--- src/rtl/bus_merge_arb_2.sv ---
// bus_merge_arb_2: two-source arbitrated merge into a 2-entry {tag, data} FIFO.
// Each cycle at most one source is granted. The winning word is queued together
// with its source index, so a downstream 2-way demux can route the response back.
// Optional feature macro: MERGE_ARB_ROUND_ROBIN_EN
//   defined   -> a registered priority pointer alternates contention winners
//   undefined -> fixed priority: source 0 always wins contention
module bus_merge_arb_2 #(
    parameter int unsigned NrOfBits = 1
) (
    input  logic                Clock,
    input  logic                Reset,
    input  logic                Enable,
    input  logic [NrOfBits-1:0] MuxIn_0,
    input  logic                Valid_0,
    output logic                Ready_0,
    input  logic [NrOfBits-1:0] MuxIn_1,
    input  logic                Valid_1,
    output logic                Ready_1,
    output logic [NrOfBits-1:0] MuxOut,
    output logic                OutSel,
    output logic                OutValid,
    input  logic                OutReady
);

    localparam int unsigned EntryBits = NrOfBits + 1;
    localparam int unsigned CountBits = 2;
    localparam logic [CountBits-1:0] CountFull  = CountBits'(2);
    localparam logic [CountBits-1:0] CountEmpty = CountBits'(0);

    // Entry layout: {tag, data}; the tag is the source index of the stored word.
    logic [EntryBits-1:0] entry0;
    logic [EntryBits-1:0] entry1;
    logic [EntryBits-1:0] headEntry;
    logic [EntryBits-1:0] pushEntry;

    logic                 wrPtr;
    logic                 rdPtr;
    logic [CountBits-1:0] count;
    logic [CountBits-1:0] countNext;

    logic                 isFull;
    logic                 isEmpty;
    logic                 prioPtr;
    logic                 grant1;
    logic                 accept;
    logic                 push;
    logic                 pop;

    assign isFull  = (count == CountFull);
    assign isEmpty = (count == CountEmpty);

`ifdef MERGE_ARB_ROUND_ROBIN_EN
    // Priority pointer: after a transfer from source i, source 1-i gets preference.
    always_ff @(posedge Clock or posedge Reset) begin
        if (Reset) begin
            prioPtr <= 1'b0;
        end else if (push) begin
            prioPtr <= ~grant1;
        end
    end
`else
    // Fixed priority: source 0 wins every contention.
    assign prioPtr = 1'b0;
`endif

    // Grant and accept: a lone valid source wins, contention is resolved by prioPtr.
    always_comb begin
        grant1  = 1'b0;
        accept  = 1'b0;
        Ready_0 = 1'b0;
        Ready_1 = 1'b0;
        grant1  = Valid_1 & (~Valid_0 | prioPtr);
        // Reset gates acceptance so no source sees a ready while the queue is held clear.
        accept  = ~Reset & Enable & ~isFull & (Valid_0 | Valid_1);
        Ready_0 = accept & ~grant1;
        Ready_1 = accept & grant1;
    end

    // Accept always implies a transfer from the granted, valid source.
    assign push = accept;
    assign pop  = OutValid & OutReady;

    // Winning word plus its tag.
    always_comb begin
        pushEntry = '0;
        if (grant1) begin
            pushEntry = {1'b1, MuxIn_1};
        end else begin
            pushEntry = {1'b0, MuxIn_0};
        end
    end

    // Storage: write the granted entry at the write pointer.
    always_ff @(posedge Clock or posedge Reset) begin
        if (Reset) begin
            entry0 <= '0;
            entry1 <= '0;
        end else if (push) begin
            if (wrPtr) begin
                entry1 <= pushEntry;
            end else begin
                entry0 <= pushEntry;
            end
        end
    end

    // Write pointer advances on push.
    always_ff @(posedge Clock or posedge Reset) begin
        if (Reset) begin
            wrPtr <= 1'b0;
        end else if (push) begin
            wrPtr <= ~wrPtr;
        end
    end

    // Read pointer advances on pop.
    always_ff @(posedge Clock or posedge Reset) begin
        if (Reset) begin
            rdPtr <= 1'b0;
        end else if (pop) begin
            rdPtr <= ~rdPtr;
        end
    end

    // Occupancy: push and pop in the same cycle cancel out.
    always_comb begin
        countNext = count;
        case ({push, pop})
            2'b10:   countNext = count + CountBits'(1);
            2'b01:   countNext = count - CountBits'(1);
            default: countNext = count;
        endcase
    end

    // Occupancy register.
    always_ff @(posedge Clock or posedge Reset) begin
        if (Reset) begin
            count <= CountEmpty;
        end else begin
            count <= countNext;
        end
    end

    // Head presentation: zeros when empty so stale entries never leak out.
    always_comb begin
        headEntry = '0;
        OutValid  = ~isEmpty;
        if (!isEmpty) begin
            headEntry = rdPtr ? entry1 : entry0;
        end
        MuxOut = headEntry[NrOfBits-1:0];
        OutSel = headEntry[EntryBits-1];
    end

endmodule

--- config.mk ---
export PLATFORM = sky130hd
export DESIGN_NAME = bus_merge_arb_2
export DESIGN_NICKNAME = d
export VERILOG_FILES = /design/src/rtl/bus_merge_arb_2.sv
export SDC_FILE = /design/constraint.sdc
export NUM_CORES = 1
export LEC_CHECK = 0
export ABC_CLOCK_PERIOD_IN_PS = 4850
export CAP_MARGIN = 10
export CORE_AREA = 4 4 41 43
export CTS_CLUSTER_DIAMETER = 100
export DETAILED_ROUTE_END_ITERATION = 6
export DIE_AREA = 0 0 45 47
export PLACE_DENSITY_LB_ADDON = 0.15
export SYNTH_ARGS = -nofsm -noshare
export SYNTH_HDL_FRONTEND = slang
export SYNTH_SLANG_ARGS = --single-unit
--- constraint.sdc ---
create_clock -name Clock -period 4.85 [get_ports Clock]
set_input_delay 0.485 -clock Clock [delete_from_list [all_inputs] [get_ports Clock]]
set_output_delay 0.485 -clock Clock [all_outputs]
set_load 0.02 [all_outputs]
==> impl_summary.md, run 1 <==
Run status
The flow ran to the end, and the final reports show no timing, DRC or antenna violations.

CTS
The maximum clock insertion buffer count is 2. The CTS buffer count is 3. The clock tree from TritonCTS is yes. The cell sitting at the root of the clock tree is a sky130_fd_sc_hd__clkbuf_4. At the later pin of the worst-skew pair, clock insertion delay measures 260 ps. The post-cts gate resize count is 0. The number of buffers inserted by post-CTS setup repair is 0.

The maximum level of the CTS H-tree is 1. The number of hold buffers added after CTS was 0. The clock-pin slew on the worst setup and hold paths is 60 ps.

The clock drives 8 sinks.

Yosys
The synthesized netlist contains 16 unique library cells. After synthesis the cells add up to 445 sq um. The post-synth net total is 47.

The number of warning messages in the yosys log is 0. Ranked by total cell area, the synthesized netlist is headed by sky130_fd_sc_hd__dfrtp_1, sky130_fd_sc_hd__mux2_2, sky130_fd_sc_hd__nor2_1. The average footprint of a synthesized cell is 11.7 sq um. Summed over its instances, the top area cell type makes up 44.9% of the synthesized netlist area. sky130_fd_sc_hd__dfrtp_1 takes more of the synthesized area than any other cell. The post-synthesis instance total is 38. After synthesis the netlist holds a flip-flop and latch count of 8.

The share of the Yosys chip area taken by registers is 44.9%.

Detailed routing
The total length of routed wires is 963 um. The via-per-instance ratio is 4.63. After the first detailed-routing iteration, the DRC count stood at 4. The detail route stage leaves a number of antenna-violating nets equal to 0. The remaining routing DRC violations is 0. The post-detailed-route wirelength per cell is 14.4 um.

Detailed routing inserted a total of 310 vias. The first detailed-routing pass took 4 iterations.

Worst setup path
STA puts the critical path data arrival time at 2290 ps. The end of the worst register-to-register path is count[1]. The largest driver fanout on the critical path is 4. The worst register-to-register path has a depth of 5. The sort of element at the start of the critical path is an input port. The internal reg-to-reg setup slack is 3080 ps. The worst register-to-register path begins at count[1]. The worst endpoint required time is 4370 ps. STA classifies the critical path endpoint as an output pin. The type of the setup path with the least slack is input port to output pin.

Worst hold path
The launch instance of the worst min-delay path is count[1]. The path with the worst hold slack has its endpoint at count[1]. The path class of the tightest hold or removal check is flip-flop to flip-flop.

The hold path depth is 1.

STA
The final count of hold timing violations is 0. The measured slew at the worst slew-check pin is 359 ps. The maximum clock frequency is 0.360 GHz. Across all hold checks on the routed design, the worst slack comes to 492 ps. Setup violations remaining at the end of the flow were counted as 0.

Setup repair after global routing left no endpoint under its margin. Summed over all failing endpoints, the final setup total negative slack is 0 ps. For the final database, setup skew stands at 5.22 ps.

Measured against its own limit, the worst slew margin works out to 75.8%. The total count of max-transition violations in the final report is 0. The final critical path time including I/O delays and setup is 2780 ps. The share of the clock period used by the worst path after layout is 57.2%.

Finish
The layout has 130 filler cells. The fraction of layout instances using a drive strength above 1 is 25.0%. The area of the multi-input gates is 233 sq um. The final layout contains 63 nets. Across the whole layout, storage elements account for 200 sq um. Compared with the post-synthesis result, the final layout area differs by 35.1%. The antenna diode count is 0.

Floorplanning
The floorplan step set the die height to 47 um. After floorplanning, the core was divided into 13 placement rows. The full die area is 0.00212 sq mm. The floorplan step set the die width to 45 um. 13 I/O pins were placed. The placeable core region is 0.00130 sq mm. The initial standard-cell utilization of the core is 34.2%.

Placed design
Routability-driven placement finished with a final weighted congestion of 0.738. Port buffering added 12 buffers. The post-detailed-placement half-perimeter wirelength is 781 um.

Global routing
The global-route congestion overflow total is 0. Global routing consumed, on the met3 layer, 4.98% of the routing resources. The wire length of the first global-routing pass is 1660 um. The met1 track demand over resource is 11.2%. The layer with the highest usage is met2. Entering global routing, the biggest net connects 9 pins.

The via count of the first global-routing pass is 371. The initial antenna violation count is 0. The global-route total usage across every layer is 11.5%. The met2 usage in global routing is 21.8%.

Power and ir drop
IR analysis of the VDD net gives a maximum drop of 0.245 mV. Net switching is 37.3% of the power. The internal portion of total power is 0.223 mW. The sequential fraction of design power is 37.4%. The total leakage power is 0.256 nW. The power per standard cell area is 590 mW/mm^2. The portion of total power attributed to combinational logic is 47.5%. The power share of the clock group is 15.1%. The analysis attributes to net switching a power of 0.132 mW.

Run
Max-cap violations in this run came to 0.
==> worst max path at each step <==
stage | from | endpoint | cells after the start
floorplan | Reset | Ready_0 | 4
global placement | Reset | Ready_1 | 5
detailed placement | Reset | Ready_1 | 5
CTS | Reset | Ready_1 | 5
global route | Reset | Ready_0 | 5
finish | Reset | Ready_1 | 5
==> layout by cell type (no fill, tap or decap) <==
master and n:
sky130_fd_sc_hd__xnor2_1 2, sky130_fd_sc_hd__nor2b_2 2, sky130_fd_sc_hd__nor4b_2 1, sky130_fd_sc_hd__clkbuf_4 3, sky130_fd_sc_hd__mux2_2 5, sky130_fd_sc_hd__xnor2_2 1
sky130_fd_sc_hd__mux2i_1 2, sky130_fd_sc_hd__inv_1 2, sky130_fd_sc_hd__clkdlybuf4s50_1 12, sky130_fd_sc_hd__nand2b_1 1, sky130_fd_sc_hd__dfrtp_1 8, sky130_fd_sc_hd__xor2_1 2
sky130_fd_sc_hd__or3_1 1, sky130_fd_sc_hd__nor2b_1 2, sky130_fd_sc_hd__nor4_2 1, sky130_fd_sc_hd__ha_1 1, sky130_fd_sc_hd__nor2_1 6
==> registers in the layout, indices dropped and copies added, names as in the netlist <==
name,count
wrPtr,1
rdPtr,1
entry0,2
count,2
entry1,2
==> stage by stage <==
stage,cells,total power [mW],worst slack [ps],utilization [%],instance area (sq um)
floorplan,38,0.242,2960,-,445
global placement,64,0.294,2110,44.5,579
detailed placement,64,0.305,2050,44.5,579
CTS,67,0.361,2040,46.3,602
global route,67,0.381,1960,46.3,602
finish,67,0.355,2070,46.3,602
==> logic make-up (layout without fill, tap and decap cells) <==
kind of cell               Yosys count  count (layout)  share of synthesized area [%]
muxes                                7               7                           17.1
adders and majority gates            1               1                           2.81
buffers and inverters                3              17                           2.81
DFF                                  8               8                           44.9
xor gates and xnor gates             5               5                           11.5
and+or+nand+nor                     14              14                           20.8
==> final cells by class <==
| cell class | count | share of cell area (%) |
|---|---|---|
| timing repair buffer | 12 | 20.0 |
| inverter | 2 | 1.25 |
| sequential | 8 | 33.3 |
| clock buffer | 3 | 3.74 |
| multi-input combinational | 27 | 38.7 |
| tap | 15 | 3.12 |
==> critical path, cell delays in order <==
cell	delay, ps
sky130_fd_sc_hd__clkdlybuf4s50_1	420
sky130_fd_sc_hd__nand2b_1	200
sky130_fd_sc_hd__or3_1	440
sky130_fd_sc_hd__nor2b_2	140
sky130_fd_sc_hd__clkdlybuf4s50_1	600
==> routing by layer <==
metal / up-vias / part of all wire, %
met2: 8 / 56
met5: - / 0
li1: 152 / -
met3: 2 / 6.1
met4: 0 / 1.3
met1: 148 / 37
==> Yosys cell counts <==
cell type,instances
sky130_fd_sc_hd__nor4b_2,1
sky130_fd_sc_hd__ha_1,1
sky130_fd_sc_hd__buf_2,1
sky130_fd_sc_hd__nor2b_1,2
sky130_fd_sc_hd__xnor2_2,1
sky130_fd_sc_hd__mux2_2,5
sky130_fd_sc_hd__nor2b_2,2
sky130_fd_sc_hd__nor4_2,1
sky130_fd_sc_hd__xor2_1,2
sky130_fd_sc_hd__inv_1,2
sky130_fd_sc_hd__nor2_1,6
sky130_fd_sc_hd__or3_1,1
sky130_fd_sc_hd__xnor2_1,2
sky130_fd_sc_hd__mux2i_1,2
sky130_fd_sc_hd__nand2b_1,1
sky130_fd_sc_hd__dfrtp_1,8
==> power groups by stage <==
stage,clock network (mW),logic [mW],registers (mW)
floorplan,0,0.115,0.126
global placement,0,0.163,0.131
detailed placement,0,0.170,0.134
CTS,0.0558,0.172,0.133
global route,0.0581,0.185,0.138
finish,0.0536,0.169,0.133
Power figures use the tool's default switching activity.
==> run 2, diff against run 1 <==
Settings changed: ABC_CLOCK_PERIOD_IN_PS 4850 to 2800.
Clock period 4.85 ns to 2.8 ns, I/O delays scaled along.
==> run 2 against run 1 <==
  * Clock skew fell by 3.7 ps
  * Largest cell class unchanged
  * Clock power grew 58%
  * Worst hold slack lost 180 ps
==> impl_summary.md, run 2 (synthesis results as in run 1) <==
Run status
The flow ran to the end, and the final reports show no timing, DRC or antenna violations.

STA
Setup repair after global routing left no endpoint under its margin. Derived from the worst setup path, the maximum achievable clock frequency is 0.425 GHz. Clock skew on the completed layout was measured at 1.56 ps. The final critical path time including I/O delays and setup is 2350 ps. For the final routed database, the setup TNS stands at 0 ps. The total count of max-transition violations in the final report is 0. The final count of hold timing violations is 0. The measured slew at the worst slew-check pin is 361 ps. The share of the clock period used by the worst path after layout is 84.1%. Setup violations remaining at the end of the flow were counted as 0. In this run the tightest slew margin relative to its limit is 75.7%. The worst hold slack after final layout is 316 ps.

Detailed routing
The via-per-instance ratio is 4.61. The first detailed-routing pass ran for 2 iterations. The final route contains 309 vias. The detailed router finished its first iteration with 2 violations. The total length of routed wires is 825 um. After detailed routing, the average wire length per cell comes to 12.3 um. The post-route antenna net violation count is 0. For this run, design rule violations remaining after detail routing come to 0.

Worst setup path
The critical path is of the input port to output pin type. The critical path data arrival time is 2070 ps. The sort of element at the start of the critical path is an input port.

The endpoint type of the worst setup path is an output pin. The internal reg-to-reg setup slack is 1020 ps. The largest driver fanout on the critical path is 4. STA puts the critical path data required time at 2520 ps.

CTS
The post-cts gate resize count is 0. Clock-pin slew was measured on the worst setup and hold paths at 50 ps. The maximum level of the CTS H-tree is 1. The cell chosen for the clock root is sky130_fd_sc_hd__clkbuf_4. Counting every sink on the clock net gives 8. Counting along the longest clock path gives a buffer depth of 2. In this run, post-CTS hold repair placed 0 buffers.

TritonCTS built the clock tree. The clock reaches the later pin of the worst-skew pair after 240 ps. In this run, CTS created clock tree buffers numbering 3. The number of buffers inserted by post-CTS setup repair is 0.

Global routing
The initial antenna violation count is 0. Across every metal layer, demand over resource in global routing totals 10.2%. The via count of the first global-routing pass came to 340. The first global-routing pass estimated 1410 um of wire. The pin count of the biggest net entering global routing is 9. For this run the aggregate overflow at the end of global routing stands at 0.

Floorplanning
The number of rows in the core area is 13. The die is 47 um tall. The full die area is 0.00212 sq mm.

The chip width is 45 um. The number of placed I/O pins is 13. The initial standard-cell utilization of the core is 34.2%. The placeable core region is 0.00130 sq mm.

Finish
The fraction of layout instances using a drive strength above 1 is 25.0%. Relative to the synthesized area, the layout overhead comes to 35.1%. The most common library cell in the layout ignoring fill and taps is sky130_fd_sc_hd__clkdlybuf4s50_1. 0 antenna diodes ended up in the layout.

The number of nets at the end of the flow is 63. Leaving out fill and tap cells, the most frequent cells in the layout are sky130_fd_sc_hd__clkdlybuf4s50_1, sky130_fd_sc_hd__dfrtp_1, sky130_fd_sc_hd__nor2_1. In the final layout, the registers with the most flip-flops are count (2), entry0 (2), entry1 (2).

Power and ir drop
Power spread over the standard cell area amounts to 998 mW/mm^2. The total leakage power is 0.256 nW. The worst-case IR drop observed on VDD is 0.466 mV.

Placed design
Routability-driven placement finished with a final weighted congestion of 0.708. The port buffer count is 12.

Worst hold path
The type of the tightest min-delay check is input port to asynchronous set/reset pin.

Run
The number of maximum-capacitance constraint violations is 0.
[run 2: cell counts in the layout (fill, tap and decap cells not counted)]
No cell type changed its count.
[run 2: layout make-up]
cell class | instances | area, sq um
multi-input cells | 27 | 233
inverters | 2 | 7.51
fillers | 123 | 699
clock buffers | 3 | 22.5
repair buffers | 12 | 120
well taps | 15 | 18.8
flip-flops and latches | 8 | 200
[run 2: worst max-delay path, stage by stage]
cell and delay, ps:
sky130_fd_sc_hd__clkdlybuf4s50_1 420, sky130_fd_sc_hd__nand2b_1 200, sky130_fd_sc_hd__or3_1 430, sky130_fd_sc_hd__nor2_1 140
sky130_fd_sc_hd__clkdlybuf4s50_1 610
[run 2: through the flow]
stage | area (sq um) | util [%] | std cells | worst slack (ps) | power [mW]
global route | 602 | 46.3 | 67 | 354 | 0.648
detailed placement | 579 | 44.5 | 64 | 432 | 0.524
floorplan | 445 | - | 38 | 1120 | 0.419
global placement | 579 | 44.5 | 64 | 467 | 0.510
finish | 602 | 46.3 | 67 | 446 | 0.600
CTS | 602 | 46.3 | 67 | 427 | 0.614
[run 2: path summary, 6_finish.rpt]
kind	start	end	cells after the start
max in group asynchronous	Reset	entry0[0]	2
worst min-delay path	Reset	wrPtr	2
min in group Clock	count[1]	count[1]	1
worst min register to register	count[1]	count[1]	1
worst max-delay path	Reset	Ready_0	5
worst max register to register	count[1]	count[1]	5
[run 2: power breakdown]
part           switching, mW  internal, mW
sequential            0.0526         0.176
combinational          0.127         0.160
clock                 0.0358        0.0488
total                  0.215         0.385
[run 2: layer usage]
layer,global-route usage (%),up-vias,wire [um]
met5,0,-,0
met4,7.02,0,12
met3,4.98,2,41
met2,16.9,5,436
met1,9.88,149,335
li1,-,153,-
==> run 3, diff against run 2 <==
Settings changed: ABC_CLOCK_PERIOD_IN_PS 2800 to 2300.
Clock period 2.8 ns to 2.3 ns, I/O delays scaled along.
==> run 3 against run 2 <==
  * Clock skew grew 6.2 ps
  * Cell count grew 3.0%
  * Wire length grew 9.0%
  * Combinational power grew 24%
  * Total power grew 23%
  * Cell area grew 2.9%
  * Via count grew 5.8%
  * Worst hold slack lost 72 ps
  * Core utilization grew 1.3 points
  * Setup slack lost 360 ps
  * Flip-flop and latch count is the same
  * Die area is the same
==> impl_summary.md, run 3 (synthesis results as in run 1) <==
Run status
The run finished with clean final reports.

Detailed routing
The detailed router finished its first iteration with 0 violations. For this run, design rule violations remaining after detail routing come to 0. The total number of vias is 327. The via-per-instance ratio is 4.74.

In the final routed layout, each cell accounts on average for 13.0 um. The post-route antenna net violation count is 0. For this run, the detailed router's first-pass iteration total came to 1. The total length of routed wires is 899 um.

Global routing
The global-route total usage across every layer is 11.4%. The wire length of the first global-routing pass is 1590 um. The initial antenna violation count is 0. After global routing the overflow that remains totals 0. The via count of the first global-routing pass is 366. The pin count of the biggest net entering global routing is 9.

Floorplanning
The die covers 0.00212 sq mm. Once the floorplan was initialized, standard cells occupied 34.2% of the core. The die is 47 um tall. The number of placed I/O pins is 13.

The region available for standard cell placement spans 0.00130 sq mm. The floorplan has 13 rows. The die is 45 um wide.

Worst setup path
On the worst path, the slowest cell contributes a delay of 610 ps. The worst endpoint required time is 2070 ps. The cell family with the largest share of critical-path delay is simple AND/OR/NAND/NOR gates. The largest driver fanout on the critical path is 3. The number of buffers and inverters on the critical path is 1.

Data arrives at the worst endpoint at 1980 ps. The type of the setup path with the least slack is flip-flop to output pin. Among all stages on the critical path, the largest delay is contributed by sky130_fd_sc_hd__clkdlybuf4s50_1. The critical path goes through nor2b_2 -> or3_1 -> nor2_1 -> clkdlybuf4s50_1. The sort of element at the start of the critical path is a flip-flop. The endpoint type of the worst setup path is an output pin.

CTS
The clock reaches the later pin of the worst-skew pair after 250 ps. The CTS buffer count is 3. CTS saw 8 sinks. The maximum level of the CTS H-tree is 1. The clock-pin slew on the worst setup and hold paths is 60 ps. In this run the clock root is driven by a sky130_fd_sc_hd__clkbuf_4. The number of hold buffers added after CTS was 0. The maximum clock insertion buffer count is 2. TritonCTS built the clock tree.

STA
The total setup violations reported at the end of the flow is 0. The measured slew at the worst slew-check pin is 380 ps. Setup repair after global routing left no endpoint under its margin.

The final critical path takes up 96.1% of the cycle. The worst path in the final design needs a cycle of 2210 ps, including I/O delays and setup. The final count of hold timing violations was 0. On the final layout, the worst clock skew is 7.78 ps. The total count of max-transition violations in the final report is 0. The total negative setup slack is 0 ps.

In this run the tightest slew margin relative to its limit is 74.6%. The maximum clock frequency is 0.452 GHz. Final hold analysis gives a worst-case slack of 243 ps.

Placed design
The cell area after placement is 594 sq um. The wire-length estimate of the detail-placed layout is 763 um. The final estimated routing congestion in global placement is 0.721. Port buffering added 12 buffers.

Finish
The library cells used most frequently in the layout, excluding fill and tap cells, are sky130_fd_sc_hd__clkdlybuf4s50_1, sky130_fd_sc_hd__dfrtp_1, sky130_fd_sc_hd__nor2_1. Summing all non-filler instances in the final layout gives an area of 619 sq um. Cells with a size suffix above 1 make up 27.8% of the layout. The final core utilization is 47.6%. At the end of the flow, the number of nets in the layout was 65.

The antenna diode count is 0. The area overhead of the layout relative to synthesis is 39.0%. In the final layout, the registers with the most flip-flops are count (2), entry0 (2), entry1 (2). The most common library cell in the layout ignoring fill and taps is sky130_fd_sc_hd__clkdlybuf4s50_1.

Power and ir drop
For this design the ratio of total power to cell area is 1200 mW/mm^2. For this design the static power due to leakage is 0.283 nW. VDD sags by at most 0.542 mV.

Run
The tool flagged a number of max-cap violations equal to 0.

Worst hold path
The type of the tightest min-delay check is input port to asynchronous set/reset pin.
## run 3: cell count changes in the layout (fill, tap and decap cells not counted), sizes merged
| cell | change |
|---|---|
| buf | +2 |
| clkdlybuf4s50 | -1 |
| dlymetal6s2s | +1 |
## run 3: repair_timing
action / in CTS / in global routing
setup endpoints to repair: 0 / 1
setup buffers: 0 / 0
gates resized for setup: 0 / 1
## run 3: final cells by class
class | instances | area (sq um)
timing repair buffer | 14 | 138
inverter | 2 | 7.51
fill | 128 | 682
tap | 15 | 18.8
sequential | 8 | 200
multi-input combinational | 27 | 233
clock buffer | 3 | 22.5
## run 3: where the power goes
group	internal, mW	switching [mW]	total, mW
registers	0.215	0.0662	0.281
logic	0.199	0.157	0.356
clock network	0.0595	0.0447	0.104
## run 3: metrics by stage
stage                     setup WS, ps  power [mW]  instances
after floorplan                    621       0.510         38
after global placement             145       0.626         66
after detailed placement          97.9       0.644         66
after CTS                         53.7       0.754         69
after global routing              8.37       0.802         69
final                             89.6       0.741         69
## run 3: layer usage
| layer | vias to the layer above | share of wire, % | wire [um] | GRT usage [%] |
|---|---|---|---|---|
| met1 | 159 | 37 | 337 | 11.1 |
| met2 | 9 | 56 | 505 | 19.2 |
| met3 | 2 | 5.0 | 45 | 6.13 |
| met4 | 0 | 1.3 | 12 | 7.02 |
| li1 | 157 | - | - | - |
| met5 | - | 0 | 0 | 0 |
## run 3: worst paths after layout
kind | depth (start not counted) | slack [ps] | from | end
setup reg to reg | 6 | 430 | count[1] | count[1]
hold / removal | 2 | 240 | Reset | count[1]
max in group asynchronous | 2 | 1820 | Reset | entry1[0]
hold reg to reg | 1 | 510 | count[1] | count[1]
min in group Clock | 1 | 510 | count[1] | count[1]
setup / recovery | 4 | 90 | count[1] | Ready_0
